===== src/rtl/bus_pkg.sv =====
`default_nettype none
// +----------------------------------------------------------------------+
// | Module   : bus_pkg                                                   |
// | Brief    : Shared types and constants for the bus slave responder.   |
// | Revision : 1.0                                                       |
// +----------------------------------------------------------------------+
package bus_pkg;

  typedef enum logic [2:0] {
    ST_IDLE = 3'd0,
    ST_WAIT = 3'd1,
    ST_DATA = 3'd2,
    ST_ERR1 = 3'd3,
    ST_ERR2 = 3'd4
  } state_e;

  localparam logic RESP_OKAY  = 1'b0;
  localparam logic RESP_ERROR = 1'b1;

  // Index/counter width that never collapses to zero bits.
  function automatic int idx_width(input int n);
    return (n > 1) ? $clog2(n) : 1;
  endfunction

endpackage
`default_nettype wire


===== src/rtl/bus_reg_bank.sv =====
`default_nettype none
// +----------------------------------------------------------------------+
// | Module   : bus_reg_bank                                              |
// | Brief    : Word register bank, sync write, comb read, word 0 = ID.   |
// | Revision : 1.0                                                       |
// +----------------------------------------------------------------------+
module bus_reg_bank
  import bus_pkg::*;
#(
  parameter int                DWidth   = 32,
  parameter int                NumWords = 16,
  parameter logic [DWidth-1:0] IdValue  = 32'h5EED_0501
) (
  input  logic                             clk,
  input  logic                             rst,
  input  logic                             i_we,
  input  logic [idx_width(NumWords)-1:0]   i_widx,
  input  logic [DWidth-1:0]                i_wdata,
  input  logic [idx_width(NumWords)-1:0]   i_ridx,
  output logic [DWidth-1:0]                o_rdata
);

  logic [DWidth-1:0] r_mem [0:NumWords-1];

  always_ff @(posedge clk) begin
    if (rst) begin
      for (int i = 0; i < NumWords; i++) begin
        r_mem[i] <= '0;
      end
    end else if (i_we && (i_widx != '0)) begin
      r_mem[i_widx] <= i_wdata;
    end
  end

  assign o_rdata = (i_ridx == '0) ? IdValue : r_mem[i_ridx];

endmodule
`default_nettype wire


===== src/rtl/bus_slave_responder.sv =====
`default_nettype none
// +----------------------------------------------------------------------+
// | Module   : bus_slave_responder                                       |
// | Brief    : Pipelined-bus slave with wait states and 2-cycle ERROR.   |
// | Revision : 1.0                                                       |
// +----------------------------------------------------------------------+
module bus_slave_responder
  import bus_pkg::*;
#(
  parameter int                DWidth     = 32,
  parameter int                NumWords   = 16,
  parameter int                WaitStates = 1,
  parameter logic [DWidth-1:0] IdValue    = 32'h5EED_0501
) (
  input  logic              clk_i,
  input  logic              rst_i,
  input  logic              sel_i,
  input  logic              trans_i,
  input  logic              write_i,
  input  logic [DWidth-1:0] addr_i,
  input  logic [DWidth-1:0] wdata_i,
  input  logic              ready_i,
  output logic [DWidth-1:0] rdata_o,
  output logic              resp_o,
  output logic              readyout_o
);

  localparam int c_IW = idx_width(NumWords);
  localparam int c_CW = idx_width(WaitStates + 1);

  state_e            r_state;
  state_e            w_next;
  logic [c_IW-1:0]   r_idx;
  logic [c_IW-1:0]   w_idx_nxt;
  logic [c_IW-1:0]   w_addr_idx;
  logic              r_write;
  logic              w_write_nxt;
  logic [c_CW-1:0]   r_cnt;
  logic [c_CW-1:0]   w_cnt_nxt;
  logic              w_accept;
  logic              w_err;
  logic              w_final;
  logic              w_bank_we;
  logic [DWidth-1:0] w_bank_rdata;

  assign w_addr_idx = addr_i[c_IW+1:2];
  assign w_accept   = sel_i & trans_i & ready_i;
  assign w_err      = (addr_i[1:0] != 2'b00) ||
                      ((addr_i >> (c_IW + 2)) != '0) ||
                      (write_i && (w_addr_idx == '0));

  always_ff @(posedge clk_i) begin
    if (rst_i) begin
      r_state <= ST_IDLE;
      r_idx   <= '0;
      r_write <= 1'b0;
      r_cnt   <= '0;
    end else begin
      r_state <= w_next;
      r_idx   <= w_idx_nxt;
      r_write <= w_write_nxt;
      r_cnt   <= w_cnt_nxt;
    end
  end

  always_comb begin
    w_next      = r_state;
    w_idx_nxt   = r_idx;
    w_write_nxt = r_write;
    w_cnt_nxt   = r_cnt;
    w_final     = 1'b0;
    w_bank_we   = 1'b0;
    readyout_o  = 1'b1;
    resp_o      = RESP_OKAY;

    case (r_state)
      ST_IDLE: w_final = 1'b1;
      ST_WAIT: begin
        readyout_o = 1'b0;
        w_cnt_nxt  = r_cnt - 1'b1;
        if (r_cnt == c_CW'(1)) begin
          w_next = ST_DATA;
        end
      end
      ST_DATA: begin
        w_final   = 1'b1;
        w_bank_we = r_write;
      end
      ST_ERR1: begin
        readyout_o = 1'b0;
        resp_o     = RESP_ERROR;
        w_next     = ST_ERR2;
      end
      ST_ERR2: begin
        resp_o  = RESP_ERROR;
        w_final = 1'b1;
      end
      default: w_next = ST_IDLE;
    endcase

    // The last data-phase cycle doubles as the next address phase.
    if (w_final) begin
      w_next = ST_IDLE;
      if (w_accept) begin
        w_idx_nxt   = w_addr_idx;
        w_write_nxt = write_i;
        if (w_err) begin
          w_next = ST_ERR1;
        end else if (WaitStates > 0) begin
          w_next    = ST_WAIT;
          w_cnt_nxt = c_CW'(WaitStates);
        end else begin
          w_next = ST_DATA;
        end
      end
    end
  end

  assign rdata_o = ((r_state == ST_DATA) && !r_write) ? w_bank_rdata : '0;

  bus_reg_bank #(
    .DWidth   (DWidth),
    .NumWords (NumWords),
    .IdValue  (IdValue)
  ) u_bank (
    .clk     (clk_i),
    .rst     (rst_i),
    .i_we    (w_bank_we),
    .i_widx  (r_idx),
    .i_wdata (wdata_i),
    .i_ridx  (r_idx),
    .o_rdata (w_bank_rdata)
  );

endmodule
`default_nettype wire


===== config.mk =====
export PLATFORM = sky130hd
export DESIGN_NAME = bus_slave_responder
export DESIGN_NICKNAME = d
export VERILOG_FILES = /design/src/rtl/bus_pkg.sv /design/src/rtl/bus_reg_bank.sv /design/src/rtl/bus_slave_responder.sv
export SDC_FILE = /design/constraint.sdc
export NUM_CORES = 1
export LEC_CHECK = 0
export ABC_AREA = 0
export CAP_MARGIN = 10
export CORE_MARGIN = 2
export CORE_UTILIZATION = 40
export DETAILED_ROUTE_END_ITERATION = 12
export PLACE_DENSITY_LB_ADDON = 0.08
export SYNTH_ARGS = -nofsm -noshare
export SYNTH_HDL_FRONTEND = slang
export SYNTH_SLANG_ARGS = --single-unit
export TNS_END_PERCENT = 100

===== constraint.sdc =====
create_clock -name clk_i -period 3.25 [get_ports clk_i]
set_input_delay 0.65 -clock clk_i [delete_from_list [all_inputs] [get_ports clk_i]]
set_output_delay 0.65 -clock clk_i [all_outputs]
set_load 0.01 [all_outputs]

# After elaboration in Yosys (flattened, before gate mapping)
# Memories as Yosys holds them, arrays and structs flattened. A register that Yosys moved wholly into a read port is not among the register bits.
# Cells that the tools add are included.
word_totals:
  inputBits: 70
  ram_bits: 512
  reg_bits: 9
  n_memories: 1
mem_list:
  columns: ["memory", "depth", "width", "read_ports", "rd_ports_with_merged_regs", "wr", "line", "source"]
  rows:
  - ["u_bank.r_mem", 16, 32, 1, 1, 16, "bus_reg_bank.sv:23", "logic [DWidth-1:0] r_mem [0:NumWords-1];"]
op_classes:
  n_bitwise: 2
  n_eq_ne: 6
  n_addsub: 1
  muxes: 25
  n_reduce_logical: 18
ops:
  columns: ["operator", "count"]
  rows:
  - ["32-bit 2-to-1 mux", 3]
  - ["32-bit nonzero test", 1]
  - ["32-bit OR reduction", 1]
  - ["1-bit 2-to-1 mux", 14]
  - ["4-bit 2-to-1 mux", 3]
  - ["3-bit one-hot mux with 3 select lines", 1]
  - ["4-bit zero test", 2]
  - ["3-bit by 2-bit == test with 1-bit output, second input constant", 2]
  - ["3-bit 2-to-1 mux", 2]
  - ["2-bit 2-to-1 mux", 2]
  - ["2-bit AND reduction", 2]
  - ["4-bit nonzero test", 1]
  - ["2-bit OR reduction", 2]
  - ["3-bit by 1-bit == test with 1-bit output, second input constant", 1]
  - ["3-bit == test, second input constant", 1]
  - ["1-bit logical AND", 3]
  - ["3-bit zero test", 1]
  - ["3-bit inequality test, second input constant", 1]
  - ["3-bit OR reduction", 1]
  - ["1-bit AND", 2]
  - ["1-bit logical OR", 2]
  - ["2-bit by 1-bit inequality test with 1-bit output, second input constant", 1]
  - ["2-bit nonzero test", 1]
  - ["1-bit zero test", 1]
  - ["1-bit subtractor, second input constant", 1]

# Logic depth before layout (Yosys ltp)
# Gate-level depths: netlist of the first run.
depth:
  word_depth: 8
  mapped_depth: 7
  ltp_nobuf: 4

# Hierarchy
# Synthesis of the first run repeated with hierarchy kept, for this count alone.
unflattened:
  hier_cells: 1544
  area_unflattened_um2: 23367.4
by_module_without_submodules:
  columns: ["mod", "seq_area_each_um2", "cells_each", "area_each_um2", "n_inst"]
  rows:
  - ["bus_reg_bank", 14924.3, 1457, 22651.7, 1]
  - ["bus_slave_responder", 180.2, 87, 715.7, 1]

# Least setup slack after synthesis of the first run
# Ideal clock, no wire load.
synth_timing:
  kind: "input -> register"
  startpoint: "input rst_i"
  endpoint: "memory u_bank.r_mem[10][0] (enable)"
  t_required_ps: 2875
  path_buffers: 0
  setup_slack_ps: 885
  cell_stages: 4
  t_arrival_ps: 1991
  setup_ps: 375
  cell_sequence: "and2b_2 nand4_4 nor4_4 or2_2"
synth_rtl:
  columns: ["element", "line", "source"]
  rows:
  - ["from (decl)", "bus_slave_responder.sv:16", "input logic rst_i,"]
  - ["to (decl)", "bus_reg_bank.sv:23", null]

==> results of run 1 <==
==> cell type report <==
cell class / instances / area share
Antenna cell: 1 / 0.0000871
Clock inverter: 33 / 0.00780
Multi-Input combinational cell: 819 / 0.274
Inverter: 3 / 0.000392
Sequential cell: 525 / 0.545
Tap cell: 765 / 0.0333
Timing Repair Buffer: 232 / 0.0866
Clock buffer: 72 / 0.0531
==> layer usage <==
metal  track usage  part of all wire
met5             0                 0
met3        0.0421             0.058
met4        0.0523             0.019
met1         0.312              0.44
met2         0.375              0.49
==> cells by family after synthesis <==
group / after synthesis / synth area share
multiplexers: 184 / 0.146
AO/OA/AOI/OAI: 51 / 0.0143
other: 1 / 0.000159
buffers and inverters: 128 / 0.0248
AND/OR/NAND/NOR: 552 / 0.151
flip-flops: 525 / 0.663
==> flip-flops by register name, summed over array words and instances, names as in the netlist, named ones only <==
register,cells
r_state,3
u_bank.r_mem,512
r_idx,4
r_cnt,1
r_write,1
==> cells in the final DEF (no fill, tap or decap), drive strengths merged, types with 2 or more instances in the layout <==
cell	n
edfxtp	512
and2	480
mux4	128
buf	127
clkbuf	83
clkdlybuf4s50	70
mux2i	56
conb	32
clkinv	28
o22ai	18
or2	15
a21oi	15
dfxtp	13
nor4	13
o221ai	13
nor3	13
clkdlybuf4s15	11
dlygate4sd2	10
nor2	9
nand2	8
inv	5
bufinv	3
bufbuf	3
nand4b	3
and3	2
nand2b	2
or3	2
==> timing repair <==
item	in CTS	in global routing
buffers inserted	22	15
endpoints found under the setup margin	32	29
gates cloned	5	2
resized for setup	115	33
pin swaps	2	3
==> worst min-delay path, stage by stage (launching register included) <==
cell and delay, ns:
sky130_fd_sc_hd__dfxtp_1 0.31, sky130_fd_sc_hd__nand2_1 0.06, sky130_fd_sc_hd__a21oi_1 0.05
==> through the flow <==
step / worst slack (ns) / cell area, um2 / total power [uW]
floorplan: 0.885 / 23700 / 8290
global placement: 0.111 / 26000 / 8760
detailed placement: 0.0797 / 26000 / 8770
CTS: -0.0322 / 28500 / 15100
global route: -0.0486 / 28700 / 15400
finish: 0.0378 / 28700 / 14900
==> worst min path at each step <==
| stage | startpoint | end | slack (ns) | cells after the start |
|---|---|---|---|---|
| after floorplan | r_cnt | r_state[1] | 0.44 | 2 |
| after global placement | r_cnt | r_state[1] | 0.45 | 2 |
| after detailed placement | r_cnt | r_state[1] | 0.46 | 2 |
| after CTS | r_cnt | r_state[1] | 0.46 | 2 |
| after global routing | r_cnt | r_state[1] | 0.49 | 2 |
| final | r_cnt | r_state[1] | 0.46 | 2 |
==> power groups by stage <==
stage	logic [uW]	clock network (uW)	registers, uW
2_1_floorplan	463	0	7830
3_3_place_gp	900	0	7860
3_5_place_dp	900	0	7870
4_1_cts	1010	6340	7720
5_1_grt	1090	6590	7740
6_report	1020	6190	7720
==> impl_metrics.json, run 1 <==
{
  "antenna_violations_before_repair": 4,
  "multi_input_comb_area_um2": 7870,
  "ys_types": 42,
  "drv.max_cap_violation_count": 0,
  "finalSetupViolations": 0,
  "cts_tree": "built",
  "core-area_um2": 58000,
  "r2r_end": "u_bank.r_mem[8][4]",
  "synth_top_cell_by_area": "sky130_fd_sc_hd__edfxtp_1",
  "stdcell_count": 2450,
  "synth_ff_type": "sky130_fd_sc_hd__edfxtp_1",
  "vdd.ir_drop.worst_mv": 0.412,
  "p_seq_frac": 0.517,
  "average_size_of_a_mapped_cell_um2": 16.4,
  "cts.root.buffer_cell": "sky130_fd_sc_hd__clkbuf_16",
  "area_delta_synth_final_pct": 21.8,
  "yosys_warnings": 0,
  "clk-insertion-delay-late_ns": 0.61,
  "p_leak_uw": 0.0103,
  "crit_end": "rdata_o[29]",
  "synth.top_cells.by_area": "sky130_fd_sc_hd__edfxtp_1 (65%), sky130_fd_sc_hd__and2_1 (13%), sky130_fd_sc_hd__mux4_2 (12%)",
  "post_route_cells_drive_above_1_share": 0.253,
  "cts.sinks": 525,
  "timing.final.crit_period_ns": 3.21,
  "groute.usage.overall": 0.227,
  "worst_setup_hold_path_clk_slew_ns": 0.06,
  "final_core_utilization": 0.495,
  "top_level_ports": 104,
  "timing.critical_path.from_type": "flop",
  "critical_path.reg2reg.startpoint": "r_state[2]",
  "dpl.hpwl_mm": 38.1,
  "vias": 13100,
  "critical_path_buf_inv_count": 3,
  "synth_async_sr_flop_share": 0,
  "clock_tree.htree_level_count": 2,
  "pwr_density_cell_nw_per_um2": 520,
  "via_count_of_the_first_global_routing_pass": 13900,
  "post-synth-top-count-cell": "sky130_fd_sc_hd__edfxtp_1",
  "place.port_buffers": 103,
  "max_freq_ghz": 0.311,
  "synth_area_um2": 23600,
  "regToRegSetupSlack_ns": 1.08,
  "final-hold-violation-count": 0,
  "worstPathArrival_ns": 2.56,
  "run_status": "finished, final reports clean",
  "end_kind": "output pin",
  "synth_top_cell_area_share": 0.652,
  "routed_wire_length_per_instance_um": 27.5,
  "grt_max_degree": 33,
  "internal_power_uw": 11600,
  "cp_slowest_stage_delay_ns": 0.54,
  "overflow_left_after_global_routing": 0,
  "drt_first_iter_violations": 1110,
  "firstDrtPassIters": 5,
  "setup_repair_after_global_routing_missed_its_margin": "yes",
  "synth_enable_flop_cells": 512,
  "switching_power_summed_over_all_nets_uw": 3300,
  "fin_worst_skew_ns": 0.00774,
  "avgViaCountPerCell": 5.34,
  "cp_data_required_time_ns": 2.60,
  "slew_viol_final": 0,
  "ys_top_cells_by_count": "sky130_fd_sc_hd__edfxtp_1 (512), sky130_fd_sc_hd__and2_1 (480), sky130_fd_sc_hd__mux4_2 (128)",
  "sw_frac_of_total": 0.221,
  "power.share.combinational": 0.069,
  "grt_first_pass_wirelength_mm": 98.0,
  "fp.dieArea_um2": 60900,
  "starting_density_of_the_core": 0.406,
  "maxSlewHeadroom": 0.554,
  "hold-worst-slack_ns": 0.458,
  "regArea_um2": 15600,
  "clockBufferDepth": 3,
  "numCtsBuffers": 58,
  "n_fill_cell": 4855,
  "num-nets-final": 1709,
  "die_x_um": 247,
  "ant_nets": 0,
  "fin_setup_tns_ns": 0,
  "rr_worst_depth": 5,
  "critical_path_start_end_classification": "flop to output pin",
  "chipHeight_um": 247,
  "ys_seq_area_frac": 0.663,
  "series_of_cell_instances_along_the_critical_path": "buf_12, bufbuf_16, mux4_2, mux2i_4, o22ai_1, dlygate4sd2_1",
  "syn-instance-count": 1441,
  "ff_latch_count_synth": 525,
  "globalplace.congestion": 0.735,
  "timing.final.crit_share": 0.988,
  "drt_wl_total_mm": 67.3,
  "critical_path_cell_count": 6,
  "core.rowCount": 88,
  "placedCellCount": 2300,
  "cp_max_fo": 6,
  "min-delay-path-class": "flop to flop",
  "tightest_slew_ns": 0.667,
  "cp_slowest_cell": "sky130_fd_sc_hd__mux4_2",
  "timing.critical_path.max_delay_family": "buffers and inverters",
  "power_frac_clock": 0.415,
  "post-route-drc-count": 0,
  "hold_bufs_at_cts": 0
}
Power figures use the tool's default switching activity.
==> run 2: changes to the inputs <==
--- a/config.mk
+++ b/config.mk
@@ -7,10 +7,13 @@
 export LEC_CHECK = 0
 export ABC_AREA = 0
 export CAP_MARGIN = 10
+export CELL_PAD_IN_SITES_DETAIL_PLACEMENT = 0
+export CELL_PAD_IN_SITES_GLOBAL_PLACEMENT = 1
 export CORE_MARGIN = 2
 export CORE_UTILIZATION = 40
 export DETAILED_ROUTE_END_ITERATION = 12
 export PLACE_DENSITY_LB_ADDON = 0.08
+export SETUP_SLACK_MARGIN = 0.5
 export SYNTH_ARGS = -nofsm -noshare
 export SYNTH_HDL_FRONTEND = slang
 export SYNTH_SLANG_ARGS = --single-unit
==> run 2 against run 1 <==
Clock power increased by 2%. Final area increased by 0.70%. Power increased by 0.88%. Flip-flop and latch count did not move. Die area unchanged. Core utilization rose by 0.34 points. Worst setup slack improved by 0.11 ns. Routed wire length rose by 2.5%.
==> impl_metrics.json, run 2 (synthesized netlist as in run 1, its figures left out) <==
{
  "critical_path.reg2reg.startpoint": "r_state[2]",
  "critical_path_start_end_classification": "flop to output pin",
  "firstDrtPassIters": 5,
  "run_status": "finished, final reports clean",
  "area_delta_synth_final_pct": 22.7,
  "min-delay-path-class": "flop to flop",
  "clockBufferDepth": 3,
  "fin_setup_tns_ns": 0,
  "max_freq_ghz": 0.323,
  "cts_tree": "built",
  "worstPathArrival_ns": 2.45,
  "cts.root.buffer_cell": "sky130_fd_sc_hd__clkbuf_16",
  "clk-insertion-delay-late_ns": 0.62,
  "cp_max_fo": 5,
  "hold-worst-slack_ns": 0.465,
  "final_core_utilization": 0.499,
  "commonest_cells_after_routing_fill_and_taps_aside": "sky130_fd_sc_hd__edfxtp_1 (512), sky130_fd_sc_hd__and2_1 (480), sky130_fd_sc_hd__mux4_2 (128), sky130_fd_sc_hd__clkdlybuf4s50_1 (70), sky130_fd_sc_hd__buf_4 (66)",
  "place.port_buffers": 103,
  "overflow_left_after_global_routing": 0,
  "avgViaCountPerCell": 5.37,
  "globalplace.congestion": 0.734,
  "setup_repair_after_global_routing_missed_its_margin": "yes",
  "vias": 13100,
  "grt_first_pass_wirelength_mm": 100,
  "clock_tree.htree_level_count": 2,
  "fp.dieArea_um2": 60900,
  "drt_first_iter_violations": 1169,
  "p_leak_uw": 0.0104,
  "largest_registers": "u_bank.r_mem: 512 flops, r_idx: 4 flops, r_state: 3 flops",
  "numCtsBuffers": 59,
  "rr_worst_depth": 5,
  "r2r_end": "u_bank.r_mem[14][9]",
  "commonest_non_fill_non_tap_cell_in_the_layout": "sky130_fd_sc_hd__edfxtp_1",
  "place_area_um2": 26100,
  "core-area_um2": 58000,
  "maxSlewHeadroom": 0.406,
  "drv.max_cap_violation_count": 0,
  "core.rowCount": 88,
  "startpoint_of_the_lowest_slack_hold_path": "r_cnt",
  "dpl.hpwl_mm": 38.0,
  "starting_density_of_the_core": 0.406,
  "via_count_of_the_first_global_routing_pass": 14000,
  "post-route-cell-area_um2": 28900,
  "cp_data_required_time_ns": 2.60,
  "pwr_density_cell_nw_per_um2": 521,
  "end_kind": "output pin",
  "grt_max_degree": 57,
  "finalSetupViolations": 0,
  "antenna_violations_before_repair": 5,
  "tightest_slew_ns": 0.891,
  "n_fill_cell": 4885,
  "num-nets-final": 1708,
  "die_x_um": 247,
  "vdd.ir_drop.worst_mv": 0.418,
  "fin_worst_skew_ns": 0.0174,
  "hold_bufs_at_cts": 0,
  "post-route-drc-count": 0,
  "drt_wl_total_mm": 68.9,
  "largest_register_ffs": 512,
  "slew_viol_final": 0,
  "hold_depth": 2,
  "timing.final.crit_period_ns": 3.10,
  "min_delay_worst_endpoint": "r_state[1]",
  "timing.critical_path.from_type": "flop",
  "cts.sinks": 525,
  "largest-register": "u_bank.r_mem",
  "worst_setup_hold_path_clk_slew_ns": 0.06,
  "routed_wire_length_per_instance_um": 28.2,
  "chipHeight_um": 247,
  "groute.usage.overall": 0.233,
  "regToRegSetupSlack_ns": 0.96,
  "ant_nets": 0,
  "timing.final.crit_share": 0.953,
  "top_level_ports": 104,
  "final-hold-violation-count": 0,
  "post_route_cells_drive_above_1_share": 0.273
}
[run 2: cell types whose count changed in the layout (fill, tap and decap cells not counted), moves of 7 or more]
cell,previous run,this run
sky130_fd_sc_hd__clkbuf_2,9,0
sky130_fd_sc_hd__buf_2,3,31
sky130_fd_sc_hd__dlygate4sd2_1,10,0
sky130_fd_sc_hd__o22ai_1,18,11
sky130_fd_sc_hd__buf_12,24,33
sky130_fd_sc_hd__clkdlybuf4s15_1,10,0
sky130_fd_sc_hd__buf_4,87,66
[run 2: how the worst max path moves through the flow]
stage,start,endpoint,slack (ns),depth (start not counted)
3_3_place_gp,flop,rdata_o[30],0.25,6
2_1_floorplan,rst_i,u_bank.r_mem[10][0],0.88,4
6_report,flop,rdata_o[4],0.15,8
3_5_place_dp,flop,rdata_o[30],0.27,6
4_1_cts,flop,rdata_o[16],0.12,9
5_1_grt,flop,rdata_o[4],0.05,8
[run 2: where the power goes]
part / internal, uW / total, uW / switching [uW] / leakage (uW)
Sequential: 7650 / 7720 / 68.1 / 0.00538
Combinational: 471 / 1060 / 585 / 0.00410
Clock: 3630 / 6290 / 2670 / 0.000882
[run 2: metal layers]
metal	track usage	part of all wire	wire length, um
met1	0.317	0.43	29400
met2	0.393	0.50	34300
met3	0.0380	0.054	3750
met4	0.0565	0.021	1460
met5	0	0	0
[run 2: per-stage QoR]
step | total power [uW] | instances | setup slack (ns)
after floorplan | 8290 | 1472 | 0.885
after global placement | 8780 | 2298 | 0.251
after detailed placement | 8790 | 2298 | 0.272
after CTS | 15200 | 2441 | 0.121
after global routing | 15500 | 2447 | 0.0519
final | 15100 | 2448 | 0.152
[run 2: worst max-delay path, cell delays in order, from the launching register on]
cell	delay [ns]
sky130_fd_sc_hd__dfxtp_4	0.39
sky130_fd_sc_hd__buf_4	0.13
sky130_fd_sc_hd__buf_12	0.12
sky130_fd_sc_hd__buf_8	0.13
sky130_fd_sc_hd__buf_16	0.14
sky130_fd_sc_hd__mux4_2	0.52
sky130_fd_sc_hd__mux2i_1	0.18
sky130_fd_sc_hd__o22ai_1	0.09
sky130_fd_sc_hd__buf_2	0.15
[run 2: layout make-up]
cell class	count	area, um2	share of cell area
multi-input combinational	819	7920	0.274
timing repair buffer	230	2600	0.0900
tap	765	957	0.0331
clock buffer	74	1580	0.0545
clock inverter	31	214	0.00740
inverter	3	11.3	0.000389
sequential	525	15600	0.541
antenna	1	2.50	0.0000865
[run 2: repair_timing]
action                     CTS  global route
buffers inserted            30             5
pin swaps                   17             8
resized for setup          224            21
cloned                       8             1
setup endpoints to repair   32            33
==> run 3: changes to the inputs <==
==> constraint.sdc (replaced) <==
create_clock -name clk_i -period 3.25 [get_ports clk_i]
set_input_delay 0.4875 -clock clk_i [delete_from_list [all_inputs] [get_ports clk_i]]
set_output_delay 0.4875 -clock clk_i [all_outputs]
set_load 0.01 [all_outputs]
==> run 3 against run 2 <==
Fmax rose by 4.8%. Sequential power barely moved. Global-route usage fell by 0.29 points. Critical path depth did not move. Final cell count is 0.65% higher. Power shrank 0.42%. Clock power is 1% lower. Non-clock buffer count is 21 higher. Combinational power about the same.
==> impl_metrics.json, run 3 (synthesized netlist as in run 1, its figures left out) <==
{
  "run_status": "finished, final reports clean",
  "cts_tree": "built",
  "grt_max_degree": 37,
  "post-route-drc-count": 0,
  "timing.critical_path.from_type": "flop",
  "drv.max_cap_violation_count": 0,
  "numCtsBuffers": 57,
  "dpl.hpwl_mm": 37.7,
  "drt_wl_total_mm": 68.4,
  "top_level_ports": 104,
  "die_x_um": 247,
  "commonest_non_fill_non_tap_cell_in_the_layout": "sky130_fd_sc_hd__edfxtp_1",
  "globalplace.congestion": 0.725,
  "critical_path.reg2reg.startpoint": "r_state[2]",
  "critical_path_start_end_classification": "flop to output pin",
  "startpoint_of_the_lowest_slack_hold_path": "rst_i",
  "slew_viol_final": 0,
  "final-hold-violation-count": 0,
  "groute.usage.overall": 0.230,
  "tightest_slew_ns": 0.592,
  "area_delta_synth_final_pct": 23.4,
  "end_kind": "output pin",
  "antenna_violations_before_repair": 5,
  "vdd.ir_drop.worst_mv": 0.385,
  "core.rowCount": 88,
  "starting_density_of_the_core": 0.406,
  "placedCellCount": 2291,
  "cts.root.buffer_cell": "sky130_fd_sc_hd__clkbuf_16",
  "grt_first_pass_wirelength_mm": 99.0,
  "firstDrtPassIters": 5,
  "timing.final.crit_share": 0.910,
  "clock_tree.htree_level_count": 2,
  "fp.dieArea_um2": 60900,
  "fin_setup_tns_ns": 0,
  "timing.final.crit_period_ns": 2.96,
  "setup_repair_after_global_routing_missed_its_margin": "yes",
  "place.port_buffers": 103,
  "regToRegSetupSlack_ns": 0.91,
  "clk-insertion-delay-late_ns": 0.61,
  "stdcell_count": 2464,
  "chipHeight_um": 247,
  "via_count_of_the_first_global_routing_pass": 14100,
  "routed_wire_length_per_instance_um": 27.8,
  "pwr_density_cell_nw_per_um2": 516,
  "avgViaCountPerCell": 5.31,
  "largest_register_ffs": 512,
  "min-delay-path-class": "primary input to flop",
  "commonest_cells_after_routing_fill_and_taps_aside": "sky130_fd_sc_hd__edfxtp_1 (512), sky130_fd_sc_hd__and2_1 (480), sky130_fd_sc_hd__mux4_2 (128), sky130_fd_sc_hd__buf_4 (81), sky130_fd_sc_hd__clkdlybuf4s50_1 (70)",
  "largest_registers": "u_bank.r_mem: 512 flops, r_idx: 4 flops, r_state: 3 flops",
  "finalSetupViolations": 0,
  "overflow_left_after_global_routing": 0,
  "post_route_cells_drive_above_1_share": 0.287,
  "largest-register": "u_bank.r_mem",
  "ant_nets": 0,
  "worstPathArrival_ns": 2.47,
  "place_area_um2": 26000,
  "final_core_utilization": 0.501,
  "post-route-cell-area_um2": 29100,
  "cp_max_fo": 6,
  "cp_data_required_time_ns": 2.76,
  "dp_slack_ns": 0.383,
  "setup_slack_ns": 0.294,
  "worst_setup_hold_path_clk_slew_ns": 0.06,
  "max_freq_ghz": 0.338,
  "drt_first_iter_violations": 889,
  "num-nets-final": 1727,
  "maxSlewHeadroom": 0.604,
  "core-area_um2": 58000,
  "vias": 13100,
  "fin_worst_skew_ns": 0.00913,
  "antenna_cells": 0,
  "cts.sinks": 525,
  "p_leak_uw": 0.0105,
  "clockBufferDepth": 3
}
## run 3: what timing repair did
action,4_1_cts,5_1_grt
setup buffers,38,24
resized for setup,234,31
cloned,9,1
pin swaps,22,15
hold buffers,0,0
endpoints found under the setup margin,32,32
## run 3: cell type report
cell class / count / area, um2
Tap cell: 765 / 957
Fill cell: 4836 / 28900
Sequential cell: 525 / 15600
Inverter: 3 / 11.3
Clock inverter: 28 / 171
Timing Repair Buffer: 251 / 2730
Clock buffer: 73 / 1600
Multi-Input combinational cell: 819 / 7970
## run 3: worst paths after layout
check	to	cells past startpoint
setup / recovery	rdata_o[24]	8
hold / removal	r_write	3
setup reg to reg	u_bank.r_mem[7][25]	5
hold reg to reg	r_state[1]	2
## run 3: layer usage
metal / global-route usage / routed length, um / up-vias / part of all wire
li1: - / - / 5798 / -
met1: 0.314 / 29900 / 6871 / 0.44
met2: 0.394 / 34200 / 331 / 0.50
met3: 0.0294 / 3090 / 78 / 0.045
met4: 0.0547 / 1250 / 2 / 0.018
met5: 0 / 12 / - / 0.00018
## run 3: critical path: stages (launching register included)
cell and delay [ns]:
sky130_fd_sc_hd__dfxtp_4 0.38, sky130_fd_sc_hd__buf_12 0.15, sky130_fd_sc_hd__buf_6 0.12, sky130_fd_sc_hd__buf_16 0.11, sky130_fd_sc_hd__buf_6 0.10, sky130_fd_sc_hd__mux4_2 0.53, sky130_fd_sc_hd__mux2i_4 0.21, sky130_fd_sc_hd__o22ai_2 0.10
sky130_fd_sc_hd__buf_2 0.15
## run 3: metrics by stage
stage | power [uW] | hold WS (ns)
6_report | 15000 | 0.414
3_5_place_dp | 8750 | 0.458
4_1_cts | 15100 | 0.392
5_1_grt | 15500 | 0.432
2_1_floorplan | 8290 | 0.437
3_3_place_gp | 8740 | 0.446
## run 3: where the power goes
part / internal, uW / switching [uW] / leakage (uW)
Combinational: 475 / 582 / 0.00421
Clock: 3580 / 2640 / 0.000874
Sequential: 7650 / 69.5 / 0.00538
